--- config.mk ---
export PLATFORM = sky130hd
export DESIGN_NAME = os_inst_sequencer_flat
export DESIGN_NICKNAME = d
export VERILOG_FILES = /design/src/rtl/os_ctrl_pkg.sv /design/src/rtl/os_inst_sequencer_if.sv /design/src/rtl/os_strobe_pipe.sv /design/src/rtl/os_inst_sequencer.sv /design/src/flat_wrapper.sv
export SDC_FILE = /design/constraint.sdc
export NUM_CORES = 1
export LEC_CHECK = 0
export BUFFER_PORTS_ARGS = -buffer_cell sky130_fd_sc_hd__buf_2
export CORE_MARGIN = 5
export CORE_UTILIZATION = 48
export CTS_CLUSTER_DIAMETER = 30
export DETAILED_ROUTE_END_ITERATION = 8
export PLACE_DENSITY = 0.76
export REMOVE_ABC_BUFFERS = 1
export SLEW_MARGIN = 15
export SYNTH_ARGS = -nofsm -noshare
export SYNTH_HDL_FRONTEND = slang
export SYNTH_HIERARCHICAL = 1
export SYNTH_SLANG_ARGS = --single-unit
--- constraint.sdc ---
create_clock -name clk -period 2 [get_ports clk]
set_input_delay 0.4 -clock clk [delete_from_list [all_inputs] [get_ports clk]]
set_output_delay 0.4 -clock clk [all_outputs]
set_load 0.1 [all_outputs]
--- src/rtl/os_ctrl_pkg.sv ---
`default_nettype none
// ============================================================================
// os_ctrl_pkg : shared constants for the output-stationary instruction sequencer
//   (inst bus field map, idle instruction word, sequencer state encoding).
// Rev 1.0
// ============================================================================
package os_ctrl_pkg;

    localparam int INST_W       = 40;
    localparam int ADDR_W       = 8;

    localparam int CEN_PMEM_BIT = 37;
    localparam int WEN_PMEM_BIT = 36;
    localparam int CEN1_BIT     = 26;
    localparam int A1_LSB       = 18;
    localparam int CEN0_BIT     = 17;
    localparam int WEN0_BIT     = 16;
    localparam int A0_LSB       = 8;
    localparam int OFIFO_RD_BIT = 7;
    localparam int IFIFO_WR_BIT = 6;
    localparam int IFIFO_RD_BIT = 5;
    localparam int L0_RD_BIT    = 4;
    localparam int L0_WR_BIT    = 3;
    localparam int MODE_BIT     = 2;
    localparam int EXECUTE_BIT  = 1;
    localparam int LOAD_BIT     = 0;

    localparam int FLUSH_CYCLES = 2;

    // All memories deselected / write-disabled, every strobe low
    localparam logic [INST_W-1:0] INST_IDLE = (INST_W'(1) << CEN_PMEM_BIT)
                                            | (INST_W'(1) << WEN_PMEM_BIT)
                                            | (INST_W'(1) << CEN1_BIT)
                                            | (INST_W'(1) << CEN0_BIT)
                                            | (INST_W'(1) << WEN0_BIT);

    typedef enum logic [2:0] {
        S_IDLE  = 3'd0,
        S_ISSUE = 3'd1,
        S_FLUSH = 3'd2,
        S_SHIFT = 3'd3,
        S_DRAIN = 3'd4,
        S_DONE  = 3'd5
    } state_e;

endpackage
`default_nettype wire

--- src/rtl/os_inst_sequencer_if.sv ---
`default_nettype none
// ============================================================================
// os_inst_sequencer_if : host start/done handshake, core readiness and inst bus
// Rev 1.0
// ============================================================================
interface os_inst_sequencer_if #(
    parameter int LEN_W = 8
);
    logic                           start;
    logic [LEN_W-1:0]               len_nij;
    logic                           l0_ready;
    logic                           ififo_ready;
    logic                           ofifo_valid;
    logic [os_ctrl_pkg::INST_W-1:0] inst;
    logic                           busy;
    logic                           done;

    modport master (
        output start, len_nij, l0_ready, ififo_ready, ofifo_valid,
        input  inst, busy, done
    );

    modport slave (
        input  start, len_nij, l0_ready, ififo_ready, ofifo_valid,
        output inst, busy, done
    );
endinterface
`default_nettype wire

--- src/rtl/os_strobe_pipe.sv ---
`default_nettype none
// ============================================================================
// os_strobe_pipe : delays the issue pulse into write (+1) and read/execute (+2)
// Rev 1.0
// ============================================================================
module os_strobe_pipe (
    input  logic clk,
    input  logic reset_n,
    input  logic issue_i,
    output logic wr_o,
    output logic rd_o
);
    logic [1:0] pipe_q;

    always_ff @(posedge clk or negedge reset_n) begin
        if (!reset_n) begin
            pipe_q <= '0;
        end else begin
            pipe_q <= {pipe_q[0], issue_i};
        end
    end

    assign wr_o = pipe_q[0];
    assign rd_o = pipe_q[1];
endmodule
`default_nettype wire

--- src/rtl/os_inst_sequencer.sv ---
`default_nettype none
// ============================================================================
// os_inst_sequencer : generates the core inst word for one run
//   (SRAM reads -> L0/IFIFO, execute, shift out, OFIFO drain).
// Rev 1.0
// ============================================================================
module os_inst_sequencer
    import os_ctrl_pkg::*;
#(
    parameter int          COL          = 8,
    parameter int          LEN_W        = 8,
    parameter logic [7:0]  X_BASE       = 8'h00,
    parameter logic [7:0]  W_BASE       = 8'h80,
    parameter int          SHIFT_CYCLES = 16
) (
    input  logic               clk,
    input  logic               reset_n,
    os_inst_sequencer_if.slave bus
);
    localparam int SHIFT_W = $clog2(SHIFT_CYCLES + 1);
    localparam int COL_W   = $clog2(COL + 1);

    state_e              state_q, state_d;
    logic [LEN_W-1:0]    len_q, len_d;
    logic [LEN_W-1:0]    cnt_q, cnt_d;
    logic [SHIFT_W-1:0]  phase_cnt_q, phase_cnt_d;
    logic [COL_W-1:0]    rd_left_q, rd_left_d;
    logic                issue_q, issue_d;
    logic [ADDR_W-1:0]   a0_q, a0_d;
    logic [ADDR_W-1:0]   a1_q, a1_d;
    logic                mode_q, mode_d;
    logic                load_q, load_d;
    logic                ofifo_rd_q, ofifo_rd_d;
    logic                wr_stb;
    logic                rd_stb;
    logic [INST_W-1:0]   inst_asm;

    always_ff @(posedge clk or negedge reset_n) begin
        if (!reset_n) begin
            state_q     <= S_IDLE;
            len_q       <= '0;
            cnt_q       <= '0;
            phase_cnt_q <= '0;
            rd_left_q   <= '0;
            issue_q     <= 1'b0;
            a0_q        <= '0;
            a1_q        <= '0;
            mode_q      <= 1'b0;
            load_q      <= 1'b0;
            ofifo_rd_q  <= 1'b0;
        end else begin
            state_q     <= state_d;
            len_q       <= len_d;
            cnt_q       <= cnt_d;
            phase_cnt_q <= phase_cnt_d;
            rd_left_q   <= rd_left_d;
            issue_q     <= issue_d;
            a0_q        <= a0_d;
            a1_q        <= a1_d;
            mode_q      <= mode_d;
            load_q      <= load_d;
            ofifo_rd_q  <= ofifo_rd_d;
        end
    end

    always_comb begin
        state_d     = state_q;
        len_d       = len_q;
        cnt_d       = cnt_q;
        phase_cnt_d = phase_cnt_q;
        rd_left_d   = rd_left_q;
        issue_d     = 1'b0;
        ofifo_rd_d  = 1'b0;
        a0_d        = a0_q;
        a1_d        = a1_q;

        unique case (state_q)
            S_IDLE: begin
                if (bus.start) begin
                    if (bus.len_nij != '0) begin
                        len_d   = bus.len_nij;
                        cnt_d   = '0;
                        state_d = S_ISSUE;
                    end else begin
                        state_d = S_DONE;
                    end
                end
            end
            S_ISSUE: begin
                if (cnt_q == len_q) begin
                    phase_cnt_d = '0;
                    state_d     = S_FLUSH;
                end else if (bus.l0_ready && bus.ififo_ready) begin
                    issue_d = 1'b1;
                    a0_d    = X_BASE + ADDR_W'(cnt_q);
                    a1_d    = W_BASE + ADDR_W'(cnt_q);
                    cnt_d   = cnt_q + LEN_W'(1);
                end
            end
            S_FLUSH: begin
                if (phase_cnt_q == SHIFT_W'(FLUSH_CYCLES - 1)) begin
                    phase_cnt_d = '0;
                    state_d     = S_SHIFT;
                end else begin
                    phase_cnt_d = phase_cnt_q + SHIFT_W'(1);
                end
            end
            S_SHIFT: begin
                if (phase_cnt_q == SHIFT_W'(SHIFT_CYCLES - 1)) begin
                    rd_left_d = COL_W'(COL);
                    state_d   = S_DRAIN;
                end else begin
                    phase_cnt_d = phase_cnt_q + SHIFT_W'(1);
                end
            end
            S_DRAIN: begin
                // A read is only launched when the previous cycle had none,
                // giving the OFIFO a cycle to update its valid flag.
                if (rd_left_q == '0) begin
                    state_d = S_DONE;
                end else if (bus.ofifo_valid && !ofifo_rd_q) begin
                    ofifo_rd_d = 1'b1;
                    rd_left_d  = rd_left_q - COL_W'(1);
                end
            end
            S_DONE: begin
                state_d = S_IDLE;
            end
            default: begin
                state_d = S_IDLE;
            end
        endcase

        // Registered mode/load follow the next state so they line up with it
        mode_d = (state_d == S_SHIFT) || (state_d == S_DRAIN);
        load_d = (state_d == S_SHIFT);
        if ((state_d == S_IDLE) || (state_d == S_DONE)) begin
            a0_d = '0;
            a1_d = '0;
        end
    end

    os_strobe_pipe u_strobe_pipe (
        .clk     (clk),
        .reset_n (reset_n),
        .issue_i (issue_q),
        .wr_o    (wr_stb),
        .rd_o    (rd_stb)
    );

    always_comb begin
        inst_asm                     = INST_IDLE;
        inst_asm[CEN0_BIT]           = ~issue_q;
        inst_asm[CEN1_BIT]           = ~issue_q;
        inst_asm[A0_LSB +: ADDR_W]   = a0_q;
        inst_asm[A1_LSB +: ADDR_W]   = a1_q;
        inst_asm[OFIFO_RD_BIT]       = ofifo_rd_q;
        inst_asm[IFIFO_WR_BIT]       = wr_stb;
        inst_asm[L0_WR_BIT]          = wr_stb;
        inst_asm[IFIFO_RD_BIT]       = rd_stb;
        inst_asm[L0_RD_BIT]          = rd_stb;
        inst_asm[EXECUTE_BIT]        = rd_stb;
        inst_asm[MODE_BIT]           = mode_q | rd_stb;
        inst_asm[LOAD_BIT]           = load_q;
    end

    assign bus.inst = inst_asm;
    assign bus.busy = (state_q != S_IDLE);
    assign bus.done = (state_q == S_DONE);
endmodule
`default_nettype wire

--- src/flat_wrapper.sv ---
// flat-port wrapper written by rule: the top's interface ports become plain ports
module os_inst_sequencer_flat import os_ctrl_pkg::*;
#(
    parameter int          COL          = 8,
    parameter int          LEN_W        = 8,
    parameter logic [7:0]  X_BASE       = 8'h00,
    parameter logic [7:0]  W_BASE       = 8'h80,
    parameter int          SHIFT_CYCLES = 16
)
  (clk, reset_n, bus_start, bus_len_nij, bus_l0_ready, bus_ififo_ready, bus_ofifo_valid, bus_inst, bus_busy, bus_done);
  os_inst_sequencer_if #(.LEN_W(LEN_W)) bus_i ();
  input  logic clk;
  input  logic reset_n;
  input wire logic [$bits(bus_i.start)-1:0] bus_start;
  input wire logic [$bits(bus_i.len_nij)-1:0] bus_len_nij;
  input wire logic [$bits(bus_i.l0_ready)-1:0] bus_l0_ready;
  input wire logic [$bits(bus_i.ififo_ready)-1:0] bus_ififo_ready;
  input wire logic [$bits(bus_i.ofifo_valid)-1:0] bus_ofifo_valid;
  output wire logic [$bits(bus_i.inst)-1:0] bus_inst;
  output wire logic [$bits(bus_i.busy)-1:0] bus_busy;
  output wire logic [$bits(bus_i.done)-1:0] bus_done;
  assign bus_i.start = bus_start;
  assign bus_i.len_nij = bus_len_nij;
  assign bus_i.l0_ready = bus_l0_ready;
  assign bus_i.ififo_ready = bus_ififo_ready;
  assign bus_i.ofifo_valid = bus_ofifo_valid;
  assign bus_inst = bus_i.inst;
  assign bus_busy = bus_i.busy;
  assign bus_done = bus_i.done;
  os_inst_sequencer #(.COL(COL), .LEN_W(LEN_W), .X_BASE(X_BASE), .W_BASE(W_BASE), .SHIFT_CYCLES(SHIFT_CYCLES)) u_core (.clk(clk), .reset_n(reset_n), .bus(bus_i));
endmodule
==> results.py <==
metrics = {
    "outcome": {
        "status": "completed",
    },
    "worst_setup_path": {
        "critPathMaxStageDelay_ns": 0.56,
        "path_buf_inv": 0,
        "worstSetupPathType": "reg2reg",
        "path_common_cell": "ha_2",
        "crit_slowest_cell": "or4b_4",
        "r2r_end": "u_core/phase_cnt_q[3]$_DFFE_PN0P_",
        "r2r_cells": 8,
        "cp_max_fo": 3,
        "r2r-start": "u_core/phase_cnt_q[1]$_DFFE_PN0P_",
        "start_kind": "flip-flop",
        "cp.arrival_ns": 2.20,
        "path_cells": "ha_2 > and3_1 > ha_2 > nand2_1 > nand2_2 > or4b_4 > nor3b_2 > a21o_1",
        "cp_top_family": "simple AND/OR/NAND/NOR gates",
        "cp-end-kind": "flip-flop",
        "required_ns": 2.24,
        "r2r_setup_slack_ns": 0.05,
    },
    "placement": {
        "gp_congestion": 0.818,
        "dp_hpwl_um": 3550,
        "dp.cells": 333,
        "pre_cts_slack_ns": -0.239,
        "port_buffers": 41,
    },
    "routing": {
        "post_drt_wl_per_cell_um": 13.9,
        "antenna_left": 0,
        "vias": 1743,
        "drc": 0,
        "dr.pass1.iters": 4,
        "vias_per_cell": 5.05,
        "drt_iter0_drc": 51,
        "routed_wirelength_um": 4810,
    },
    "die": {
        "placement_rows": 25,
        "coreArea_mm2": 0.00475,
        "die_h_um": 80.0,
        "die_area_mm2": 0.00640,
        "io-pin-count": 56,
        "dieWidth_um": 80.0,
        "start_util": 0.495,
    },
    "sta": {
        "timing.fmax_mhz": 512,
        "min_period_ns": 1.95,
        "setup_tns_ns": 0,
        "min_period_over_period": 0.977,
        "maxSlewHeadroom": 0.644,
        "skew_ns": 0.00565,
        "slew_violations": 0,
        "tightestPinTransition_ns": 0.534,
        "hold_viol": 0,
        "worst_slack_ns": 0.0465,
        "finalSetupViolCount": 0,
    },
    "power": {
        "irDropWorstVdd_uv": 916,
        "leakagePower_nw": 1.42,
        "powerDensity_mw_per_mm2": 1370,
    },
    "clock_tree": {
        "hold_buffers": 0,
        "tritoncts": "done",
        "clk_pin_slew_worst_paths_ns": 0.08,
        "cts_sinks": 43,
        "numCtsBuffers": 5,
        "cts_buffer_depth": 2,
        "cts-root-buf": "clkbuf_8",
        "clk_latency_ns": 0.30,
        "htreeDepth": 2,
    },
    "global_route": {
        "grt_util_met3": 0.0474,
        "grt_pass1_wl_um": 7910,
        "grt_max_degree": 44,
        "overflow": 0,
        "antenna_found_initial": 0,
        "grt_pass1_vias": 1752,
        "grtUsageMet2": 0.273,
        "grt_util_met1": 0.187,
        "grt_usage": 0.157,
        "grt_busiest_layer": "met2",
    },
    "synthesis": {
        "synthCells": 221,
        "yosysTopAreaCell": "dfrtp_1",
        "ys_types": 45,
        "ys_warn_count": 6,
        "netlist_area_mm2": 0.00235,
        "synth_top_area_share": 0.457,
        "synth.avg_cell_area_um2": 10.6,
        "ys.flop_type": "dfrtp_1",
        "async_flop_share": 1.00,
        "synthTopCellsByArea": "dfrtp_1, buf_4, mux2_1",
        "yosysSeqAreaShare": 0.457,
        "synth.ff_latch_count": 43,
        "synth-edff-count": 0,
    },
    "cells_and_area": {
        "finalNonFillerCells": 345,
        "fillCellCount": 397,
        "syn_to_final_growth_pct": 20.2,
        "post_route_cells_drive_above_1_share": 0.367,
        "fin_nets": 296,
        "diodes": 0,
        "final_util": 0.594,
    },
    "run": {
        "drv_cap": 0,
    },
    "min_path": {
        "holdCritPathClass": "in2async",
    },
}
-- flip-flops by register name, indices dropped and copies added (netlist names), 2 cells and up --
signal / cells
u_core/a0_q: 8
u_core/len_q: 8
u_core/phase_cnt_q: 5
u_core/u_strobe_pipe/pipe_q: 2
u_core/state_q: 3
u_core/cnt_q: 8
u_core/rd_left_q: 4
-- power by group --
group / switching [mW] / total, mW / internal (mW)
combinational: 1.49 / 2.09 / 0.602
clock: 0.297 / 0.541 / 0.244
sequential: 0.162 / 1.24 / 1.07
-- layout by cell type (no fill, tap or decap), types with 4 or more instances in the layout --
cell type	Yosys	layout
a21oi_1	6	6
o21ai_1	14	14
nor2_1	6	6
buf_4	29	27
inv_1	9	9
nor3_1	8	7
buf_2	2	41
nand3_1	6	6
xnor2_1	9	9
mux2i_1	9	9
nand2_1	10	9
and3_1	5	4
or3_1	6	6
conb_1	2	14
clkbuf_8	0	5
dfrtp_1	43	40
mux2_1	9	9
-- cell families (layout without fill, tap and decap cells) --
kind of cell,Yosys count,after routing,synth area share
and+or+nand+nor,67,67,0.176
DFF,43,43,0.457
buffers and inverters,43,88,0.119
AOI/OAI and AO/OA,33,33,0.0984
muxes,19,19,0.0862
xor gates and xnor gates,9,9,0.0335
adders and majority gates,5,5,0.0266
other,2,14,0.00319
-- layout make-up --
class	instances	area (um^2)	share of cell area
inverter	10	37.5	0.0133
clock inverter	2	12.5	0.00443
tap	67	83.8	0.0297
multi-input combinational	147	1110	0.393
clock buffer	6	72.6	0.0257
timing repair buffer	70	430	0.152
sequential	43	1080	0.382
-- cell usage after synthesis, types with 2 or more instances --
cell type / instances
dfrtp_1: 43
buf_4: 29
o21ai_1: 14
nand2_1: 10
inv_1: 9
mux2_1: 9
mux2i_1: 9
xnor2_1: 9
nor3_1: 8
a21oi_1: 6
nand3_1: 6
nor2_1: 6
or3_1: 6
and3_1: 5
ha_1: 5
a21o_1: 3
nand2b_1: 3
nand4_1: 3
nor3b_1: 3
nor4_1: 3
or3b_1: 3
buf_2: 2
conb_1: 2
nor2b_1: 2
o31ai_1: 2
or4_1: 2
-- timing repair --
item | in CTS | in global routing
buffers inserted | 1 | 3
gates resized for setup | 4 | 17
pin swaps | 1 | 3
setup endpoints to repair | 11 | 21
-- through the flow --
stage          power (mW)  hold slack [ns]  instance area, um^2
2_1_floorplan        2.73            0.104                 2150
3_3_place_gp         3.18            0.358                 2630
3_5_place_dp         3.22            0.362                 2630
4_1_cts              3.82            0.177                 2750
5_1_grt              4.06            0.216                 2830
6_report             3.87            0.162                 2830
-- how the worst max path moves through the flow --
stage / from / endpoint / slack, ns / cells after the start
4_1_cts: u_core/phase_cnt_q[1]$_DFFE_PN0P_ / u_core/phase_cnt_q[3]$_DFFE_PN0P_ / 0.003 / 8
2_1_floorplan: u_core/u_strobe_pipe/pipe_q[1]$_DFF_PN0_ / bus_inst[2] / -1.18 / 1
3_3_place_gp: u_core/phase_cnt_q[1]$_DFFE_PN0P_ / u_core/a0_q[1]$_DFFE_PN0P_ / -0.15 / 8
3_5_place_dp: u_core/phase_cnt_q[1]$_DFFE_PN0P_ / u_core/a0_q[1]$_DFFE_PN0P_ / -0.24 / 8
6_report: u_core/phase_cnt_q[1]$_DFFE_PN0P_ / u_core/phase_cnt_q[3]$_DFFE_PN0P_ / 0.05 / 8
5_1_grt: u_core/phase_cnt_q[1]$_DFFE_PN0P_ / u_core/phase_cnt_q[3]$_DFFE_PN0P_ / -0.02 / 8
-- layer usage --
| metal | vias to the layer above | routed length (um) |
|---|---|---|
| met5 | - | 0 |
| met4 | 0 | 39 |
| met3 | 4 | 276 |
| met2 | 44 | 2510 |
| met1 | 851 | 1980 |
| li1 | 844 | - |
(Power assumes the default switching activity.)
